[src/rtl/regfile_rr_ctrl_if.sv]
// Requester-side bus of the shared register-file controller: two request
// channels in, per-requester ack pulse and last read result out.
interface regfile_rr_ctrl_if #(
  parameter int DW = 32,
  parameter int AW = 4
);
  logic          req0;
  logic          req1;
  logic          wr0;
  logic          wr1;
  logic [AW-1:0] addr0;
  logic [AW-1:0] addr1;
  logic [DW-1:0] wdata0;
  logic [DW-1:0] wdata1;
  logic          ack0;
  logic          ack1;
  logic [DW-1:0] rdata0;
  logic [DW-1:0] rdata1;

  modport master (
    output req0, req1, wr0, wr1, addr0, addr1, wdata0, wdata1,
    input  ack0, ack1, rdata0, rdata1
  );

  modport slave (
    input  req0, req1, wr0, wr1, addr0, addr1, wdata0, wdata1,
    output ack0, ack1, rdata0, rdata1
  );
endinterface

[src/rtl/regfile_rr_ctrl.sv]
// Round-robin controller sharing one register file (one write port, one read
// port) between two requesters; all outputs are registered.
module regfile_rr_ctrl #(
  parameter int DW     = 32,
  parameter int AW     = 4,
  parameter int RD_LAT = 1
) (
  input  logic                  clk,
  input  logic                  reset,
  regfile_rr_ctrl_if.slave      bus,
  output logic                  busy,
  output logic                  rf_write_en,
  output logic [AW-1:0]         rf_write_line,
  output logic [DW-1:0]         rf_data_in,
  output logic                  rf_read_en,
  output logic [AW-1:0]         rf_read_line,
  input  logic [DW-1:0]         rf_data_out
);

  typedef enum logic [2:0] {IDLE, WR, RD, WAIT, ACK} state_t;

  state_t     state;
  logic       prio;   // requester that wins the next tie
  logic       win;
  logic [1:0] cnt;
  logic       pick;

  // NOTE: pick gets its default before the if-chain so no path leaves it
  // unassigned, which would otherwise infer a latch.
  always_comb begin
    pick = prio;
    if (bus.req0 && !bus.req1)      pick = 1'b0;
    else if (bus.req1 && !bus.req0) pick = 1'b1;
  end

  // NOTE: every state register below uses non-blocking assignments so all
  // of them update together from the values sampled at the same edge.
  always_ff @(posedge clk or posedge reset) begin
    if (reset) begin
      state         <= IDLE;
      prio          <= 1'b0;
      win           <= 1'b0;
      cnt           <= '0;
      busy          <= 1'b0;
      rf_write_en   <= 1'b0;
      rf_write_line <= '0;
      rf_data_in    <= '0;
      rf_read_en    <= 1'b0;
      rf_read_line  <= '0;
      bus.ack0      <= 1'b0;
      bus.ack1      <= 1'b0;
      bus.rdata0    <= '0;
      bus.rdata1    <= '0;
    end else begin
      case (state)
        IDLE: begin
          if (bus.req0 || bus.req1) begin
            win  <= pick;
            prio <= ~pick;
            busy <= 1'b1;
            // The rf line/data registers double as the latched request fields.
            if (pick ? bus.wr1 : bus.wr0) begin
              state         <= WR;
              rf_write_en   <= 1'b1;
              rf_write_line <= pick ? bus.addr1 : bus.addr0;
              rf_data_in    <= pick ? bus.wdata1 : bus.wdata0;
            end else begin
              state        <= RD;
              rf_read_en   <= 1'b1;
              rf_read_line <= pick ? bus.addr1 : bus.addr0;
            end
          end
        end
        WR: begin
          rf_write_en <= 1'b0;
          bus.ack0    <= ~win;
          bus.ack1    <= win;
          state       <= ACK;
        end
        RD: begin
          rf_read_en <= 1'b0;
          cnt        <= 2'(RD_LAT - 1);
          state      <= WAIT;
        end
        WAIT: begin
          if (cnt == 2'd0) begin
            if (win) bus.rdata1 <= rf_data_out;
            else     bus.rdata0 <= rf_data_out;
            bus.ack0 <= ~win;
            bus.ack1 <= win;
            state    <= ACK;
          end else begin
            cnt <= cnt - 2'd1;
          end
        end
        ACK: begin
          bus.ack0 <= 1'b0;
          bus.ack1 <= 1'b0;
          busy     <= 1'b0;
          state    <= IDLE;
        end
        default: state <= IDLE;
      endcase
    end
  end

endmodule
[src/flat_wrapper.sv]
// flat-port wrapper written by rule: the top's interface ports become plain ports
module regfile_rr_ctrl_flat 
#(
  parameter int DW     = 32,
  parameter int AW     = 4,
  parameter int RD_LAT = 1
)
  (clk, reset, busy, rf_write_en, rf_write_line, rf_data_in, rf_read_en, rf_read_line, rf_data_out, bus_req0, bus_req1, bus_wr0, bus_wr1, bus_addr0, bus_addr1, bus_wdata0, bus_wdata1, bus_ack0, bus_ack1, bus_rdata0, bus_rdata1);
  regfile_rr_ctrl_if #(.DW(DW), .AW(AW)) bus_i ();
  input  logic clk;
  input  logic reset;
  output logic busy;
  output logic rf_write_en;
  output logic [AW-1:0] rf_write_line;
  output logic [DW-1:0] rf_data_in;
  output logic rf_read_en;
  output logic [AW-1:0] rf_read_line;
  input  logic [DW-1:0] rf_data_out;
  input wire logic [$bits(bus_i.req0)-1:0] bus_req0;
  input wire logic [$bits(bus_i.req1)-1:0] bus_req1;
  input wire logic [$bits(bus_i.wr0)-1:0] bus_wr0;
  input wire logic [$bits(bus_i.wr1)-1:0] bus_wr1;
  input wire logic [$bits(bus_i.addr0)-1:0] bus_addr0;
  input wire logic [$bits(bus_i.addr1)-1:0] bus_addr1;
  input wire logic [$bits(bus_i.wdata0)-1:0] bus_wdata0;
  input wire logic [$bits(bus_i.wdata1)-1:0] bus_wdata1;
  output wire logic [$bits(bus_i.ack0)-1:0] bus_ack0;
  output wire logic [$bits(bus_i.ack1)-1:0] bus_ack1;
  output wire logic [$bits(bus_i.rdata0)-1:0] bus_rdata0;
  output wire logic [$bits(bus_i.rdata1)-1:0] bus_rdata1;
  assign bus_i.req0 = bus_req0;
  assign bus_i.req1 = bus_req1;
  assign bus_i.wr0 = bus_wr0;
  assign bus_i.wr1 = bus_wr1;
  assign bus_i.addr0 = bus_addr0;
  assign bus_i.addr1 = bus_addr1;
  assign bus_i.wdata0 = bus_wdata0;
  assign bus_i.wdata1 = bus_wdata1;
  assign bus_ack0 = bus_i.ack0;
  assign bus_ack1 = bus_i.ack1;
  assign bus_rdata0 = bus_i.rdata0;
  assign bus_rdata1 = bus_i.rdata1;
  regfile_rr_ctrl #(.DW(DW), .AW(AW), .RD_LAT(RD_LAT)) u_core (.clk(clk), .reset(reset), .bus(bus_i), .busy(busy), .rf_write_en(rf_write_en), .rf_write_line(rf_write_line), .rf_data_in(rf_data_in), .rf_read_en(rf_read_en), .rf_read_line(rf_read_line), .rf_data_out(rf_data_out));
endmodule
[config.mk]
export PLATFORM = sky130hd
export DESIGN_NAME = regfile_rr_ctrl_flat
export DESIGN_NICKNAME = d
export VERILOG_FILES = /design/src/rtl/regfile_rr_ctrl_if.sv /design/src/rtl/regfile_rr_ctrl.sv /design/src/flat_wrapper.sv
export SDC_FILE = /design/constraint.sdc
export NUM_CORES = 1
export LEC_CHECK = 0
export CORE_MARGIN = 2
export CORE_UTILIZATION = 30
export CTS_CLUSTER_DIAMETER = 120
export DETAILED_ROUTE_END_ITERATION = 8
export PLACE_DENSITY_LB_ADDON = 0.1
export SLEW_MARGIN = 20
export SYNTH_ARGS = -nofsm -noshare
export SYNTH_HDL_FRONTEND = slang
export SYNTH_SLANG_ARGS = --single-unit
[constraint.sdc]
create_clock -name clk -period 4.9 [get_ports clk]
set_input_delay 0.735 -clock clk [delete_from_list [all_inputs] [get_ports clk]]
set_output_delay 0.735 -clock clk [all_outputs]
set_load 0.02 [all_outputs]
* After elaboration in Yosys (flattened, before gate mapping)
Cells that the tools add are included.
** Storage, ports and cells
- Flip-flop bits (word level) :: 116
- Output and inout port bits :: 109
** Cells by class
- $add $sub $neg :: 1
- Equal/unequal tests :: 9
- Muxes and demuxes :: 23
- Bitwise gates (word level) :: 3
- Reduce and logical (&&, ||, !) cells :: 23
** Operator list (count)
- two-way mux 32 bit :: 1
- AND reduction 3 bit :: 6
- case mux 3 bit (4 select lines) :: 1
- two-way mux 1 bit :: 10
- AND reduction 2 bit :: 5
- nonzero test 2 bit :: 4
- equality test 3 x 2 -> 1 bit (second input constant) :: 2
- two-way mux 3 bit :: 2
- inequality test 2 x 1 -> 1 bit (second input constant) :: 3
- case mux 1 bit (2 select lines) :: 3
- case mux 1 bit (3 select lines) :: 2
- two-way mux 2 bit :: 2
- two-way mux 4 bit :: 1
- inequality test 2 bit (second input constant) :: 2
- case mux 2 bit (2 select lines) :: 1
- equality test 3 x 1 -> 1 bit (second input constant) :: 1
- equality test 3 bit (second input constant) :: 1
- logical NOT 3 bit :: 1
- inverter 1 bit :: 3
- nonzero test 3 bit :: 1
- logical AND 1 bit :: 2
- logical NOT 1 bit :: 2
- logical NOT 2 bit :: 1
- subtractor 2 x 1 -> 2 bit (second input constant) :: 1
- logical OR 1 bit :: 1

* Logic depth before layout (Yosys ltp)
- Depth in word-level cells :: 8
- Mapped depth :: 6
- Mapped depth without buffers :: 6

* Worst setup path after synthesis
OpenSTA, ideal clock, no wires.
- Path kind :: input -> register
- From :: in bus_req0
- To :: reg u_core.rf_data_in[22]
- Setup time :: 125 ps
- Arrival :: 1862 ps
- Required time :: 4775 ps
- Path slack :: 2913 ps
- Stages :: 5
- Buffers on the path :: 1
- Path through :: a21boi_2 -> nor2_4 -> buf_6 -> mux2_1 -> mux2_4
** On the way
- Longest elaborated chain between the ends :: 6
- Elaborated cells between the ends (all ways) :: 9
** Ends and longest elaborated chain
- start: declaration :: RTL line flat_wrapper.sv:19 : input wire logic [$bits(bus_i.req0)-1:0] bus_req0;
- logical NOT 1 bit :: RTL line regfile_rr_ctrl.sv:33 : else if (bus.req1 && !bus.req0) pick = 1'b1;
- logical AND 1 bit :: RTL line regfile_rr_ctrl.sv:33
- two-way mux 1 bit :: RTL line regfile_rr_ctrl.sv:33
- two-way mux 1 bit :: RTL line regfile_rr_ctrl.sv:32 : if (bus.req0 && !bus.req1) pick = 1'b0;
- two-way mux 1 bit :: RTL line regfile_rr_ctrl.sv:62 : if (pick ? bus.wr1 : bus.wr0) begin
- AND reduction 3 bit (no line)
- end signal: assignment :: RTL line regfile_rr_ctrl.sv:66 : rf_data_in <= pick ? bus.wdata1 : bus.wdata0;
- end: declaration :: RTL line regfile_rr_ctrl.sv:14 : output logic [DW-1:0] rf_data_in,
Several ways; a longest one is shown, not always the timed one.
A chain may end at the register's enable or synchronous reset.

* Worst setup path in the final report
- From :: in bus_req1
- To :: reg u_core.rf_data_in[19]
** On the way
- Longest elaborated chain between the ends :: 5
- Elaborated cells between the ends (all ways) :: 9
** Ends and longest elaborated chain
- start: declaration :: RTL line flat_wrapper.sv:20 : input wire logic [$bits(bus_i.req1)-1:0] bus_req1;
- logical AND 1 bit / logical NOT 1 bit (equally long branches) :: RTL line regfile_rr_ctrl.sv:33, regfile_rr_ctrl.sv:32
- two-way mux 1 bit / logical AND 1 bit (equally long branches) :: RTL line regfile_rr_ctrl.sv:33, regfile_rr_ctrl.sv:32
- two-way mux 1 bit :: RTL line regfile_rr_ctrl.sv:32
- two-way mux 1 bit :: RTL line regfile_rr_ctrl.sv:62
- AND reduction 3 bit (no line)
Several ways; a longest one is shown, not always the timed one.

==> impl_metrics.tcl <==
set metrics [dict create \
    htreeDepth 4 \
    synth_warnings 0 \
    arrival_ps 2860 \
    hpwlAfterDp_um 8786 \
    wl_per_cell_um 15.97 \
    cts_made_buffers 17 \
    cp-startpoint "bus_req1" \
    synth_area_um2 5121 \
    via_per_inst 4.429 \
    grt_overflow 0 \
    max_cap_viol_count 0 \
    max_freq_mhz 389.5 \
    endpoint_kind "flop" \
    r2r_start "u_core.cnt[0]" \
    dpl_cell_area_um2 7476 \
    period_share_pct 52.40 \
    core_um2 16640 \
    gp_congestion 0.7419 \
    wl_um 12740 \
    drcViolationCount 0 \
    layout.nets 676 \
    r2r-end "u_core.bus.rdata0[29]" \
    path_clk_slew_ps 50 \
    antenna_found_initial 0 \
    cts_resized 0 \
    insertedDiodeCount 0 \
    crit_end "u_core.rf_data_in[19]" \
    via_count 3534 \
    pin_count 219 \
    ys_seq_area_share_pct 56.68 \
    fp-row-count 47 \
    worst_pin_slew_ps 687.2 \
    cts_hold_buf 0 \
    finalSetupViolations 0 \
    syn_to_final_growth_pct 58.00 \
    post-cts-setup-buffers 0 \
    grt.total_usage_pct 14.57 \
    syn-instance-count 338 \
    finalSetupTns_ps 0 \
    root_buffer "clkbuf_16" \
    critical_path.max_fanout 36 \
    critPathKind "in2reg" \
    postSynthAreaPerCell_um2 15.15 \
    grt_pass1_wl_um 20360 \
    dr.first_iter.drc_count 126 \
    rsz0062_at_grt "no" \
    clock_path_buffers 2 \
    fillers 1469 \
    required_ps 5190 \
    slew_violations 0 \
    clock_latency_ps 410 \
    start_kind "input pin" \
    fin_crit_ps 2567 \
    drive_gt1_share_pct 22.15 \
    dp_cells 765 \
    synth_seq_cells 116 \
    reg2reg_depth 6 \
    die-area_um2 18130 \
    cts_tree "done" \
    fin_worst_skew_ps 6.995 \
    antenna_left 0 \
    start_util_pct 30.77 \
    status "finished, final reports clean" \
    drt-pass1-iter-count 4 \
    syn-num-nets 449 \
    peakVddDrop_uv 312.6 \
    synth_cell_types 34 \
    rrSetupSlack_ps 2740 \
    p_leak_nw 3.390 \
    numPortBuffers 218 \
    grt_max_degree 52 \
    dieHeight_um 134.7 \
    grt_pass1_vias 3832 \
    clock_sinks 116 \
    hold_viol 0 \
    stdcell_count 798 \
    die_w_um 134.7 \
    relSlewSlack_pct 54.19 \
    final_area_um2 8092 \
    p_per_area_nw_per_um2 687.3 \
    worst_hold_path_type "reg2reg" \
]
==> per-stage QoR <==
step	worst slack (ps)	total power, mW	hold WS, ps	util [%]
finish	2333	5.561	479.4	48.62
global route	2210	5.874	497.5	48.62
CTS	2096	5.631	486.0	48.46
detailed placement	1660	4.367	473.7	44.92
global placement	1729	4.326	466.1	44.92
floorplan	1093	3.172	488.9	-
==> layout by cell type, fill, tap and decap left out, types with 2 or more instances in the layout <==
| cell | Yosys | layout |
|---|---|---|
| clkdlybuf4s50_1 | 0 | 218 |
| dfrtp_1 | 116 | 116 |
| mux2_2 | 54 | 54 |
| mux2_1 | 48 | 48 |
| mux2_4 | 26 | 26 |
| clkbuf_16 | 0 | 17 |
| inv_1 | 14 | 13 |
| mux2i_1 | 12 | 12 |
| a21oi_1 | 10 | 10 |
| nor2_1 | 7 | 7 |
| nand2_1 | 6 | 6 |
| buf_4 | 3 | 5 |
| nand2b_1 | 4 | 4 |
| clkinvlp_4 | 0 | 4 |
| clkinv_2 | 0 | 3 |
| clkinv_4 | 0 | 3 |
| nor3_4 | 2 | 2 |
| o21ai_0 | 2 | 2 |
| a22o_1 | 2 | 2 |
| clkbuf_8 | 0 | 2 |
| bufinv_16 | 0 | 2 |
==> routing by layer <==
layer / wire, µm / share of wire, % / track usage [%] / vias up
met5: 0 / 0 / 0 / -
met4: 223 / 1.8 / 5.731 / 0
met3: 773 / 6.1 / 4.505 / 17
met2: 6264 / 49 / 24.17 / 121
met1: 5480 / 43 / 17.74 / 1738
li1: - / - / - / 1658
==> sequential cells by signal, indices dropped and copies added, names as in the netlist <==
name,flops
u_core.bus.ack0,1
u_core.bus.ack1,1
u_core.bus.rdata0,32
u_core.bus.rdata1,32
u_core.busy,1
u_core.cnt,2
u_core.prio,1
u_core.rf_data_in,32
u_core.rf_read_en,1
u_core.rf_read_line,4
u_core.rf_write_en,1
u_core.rf_write_line,4
u_core.state,3
u_core.win,1
==> worst min path at each step <==
| stage | from | endpoint | slack [ps] | cells past startpoint |
|---|---|---|---|---|
| 5_1_grt | u_core.bus.rdata0[22] | u_core.bus.rdata0[22] | 500 | 1 |
| 2_1_floorplan | u_core.cnt[0] | u_core.cnt[0] | 490 | 1 |
| 4_1_cts | u_core.bus.rdata0[23] | u_core.bus.rdata0[23] | 490 | 1 |
| 3_5_place_dp | u_core.bus.rdata0[23] | u_core.bus.rdata0[23] | 470 | 1 |
| 3_3_place_gp | u_core.bus.rdata0[23] | u_core.bus.rdata0[23] | 470 | 1 |
| 6_report | u_core.bus.rdata0[23] | u_core.bus.rdata0[23] | 480 | 1 |
==> cells in the mapped netlist, drive strengths merged <==
| library cell | n | share of area (%) |
|---|---|---|
| dfrtp | 116 | 57 |
| o21ai | 2 | 0.20 |
| inv | 15 | 1.1 |
| or2 | 1 | 0.12 |
| nor4 | 1 | 0.42 |
| a32o | 1 | 0.20 |
| mux2i | 12 | 2.3 |
| nor3 | 3 | 0.73 |
| nand2b | 5 | 0.66 |
| a22o | 2 | 0.34 |
| nand2 | 6 | 0.44 |
| a221oi | 1 | 0.17 |
| nor2 | 8 | 0.73 |
| a311oi | 1 | 0.17 |
| o21a | 1 | 0.15 |
| buf | 16 | 2.9 |
| a21boi | 1 | 0.22 |
| a2bb2oi | 1 | 0.17 |
| o31ai | 1 | 0.15 |
| mux2 | 128 | 30 |
| nor2b | 2 | 0.24 |
| a32oi | 1 | 0.32 |
| a31oi | 1 | 0.12 |
| a21oi | 10 | 0.98 |
| or3 | 1 | 0.12 |
| ha | 1 | 0.24 |
==> final cells by class <==
class	instances	area, µm²	share of cell area (%)
well taps	220	275.3	3.402
repair buffers	224	2247	27.77
inverters	15	58.81	0.7268
clock inverters	12	131.4	1.624
multi-input cells	191	2019	24.96
clock buffers	20	456.7	5.644
flip-flops and latches	116	2903	35.87
==> cell families after synthesis <==
logic type	after synthesis	share of synthesized area (%)
AOI/OAI and AO/OA	23	3.177
buffers and inverters	31	4.031
adders and majority gates	1	0.2443
DFF	116	56.68
and+or+nand+nor	27	3.469
muxes	140	32.40
==> worst max-delay path, cell delays in order <==
cell and delay, ps:
clkdlybuf4s50_1 540, a21boi_2 330, a32oi_2 150, nor2b_4 130, buf_4 540, mux2_2 400
==> where the power goes <==
part | internal, mW | switching (mW) | leakage [nW]
sequential | 1.44 | 0.284 | 1.38
combinational | 1.42 | 1.18 | 1.73
clock | 0.774 | 0.454 | 0.278
total | 3.64 | 1.92 | 3.39
(Power assumes the default switching activity.)
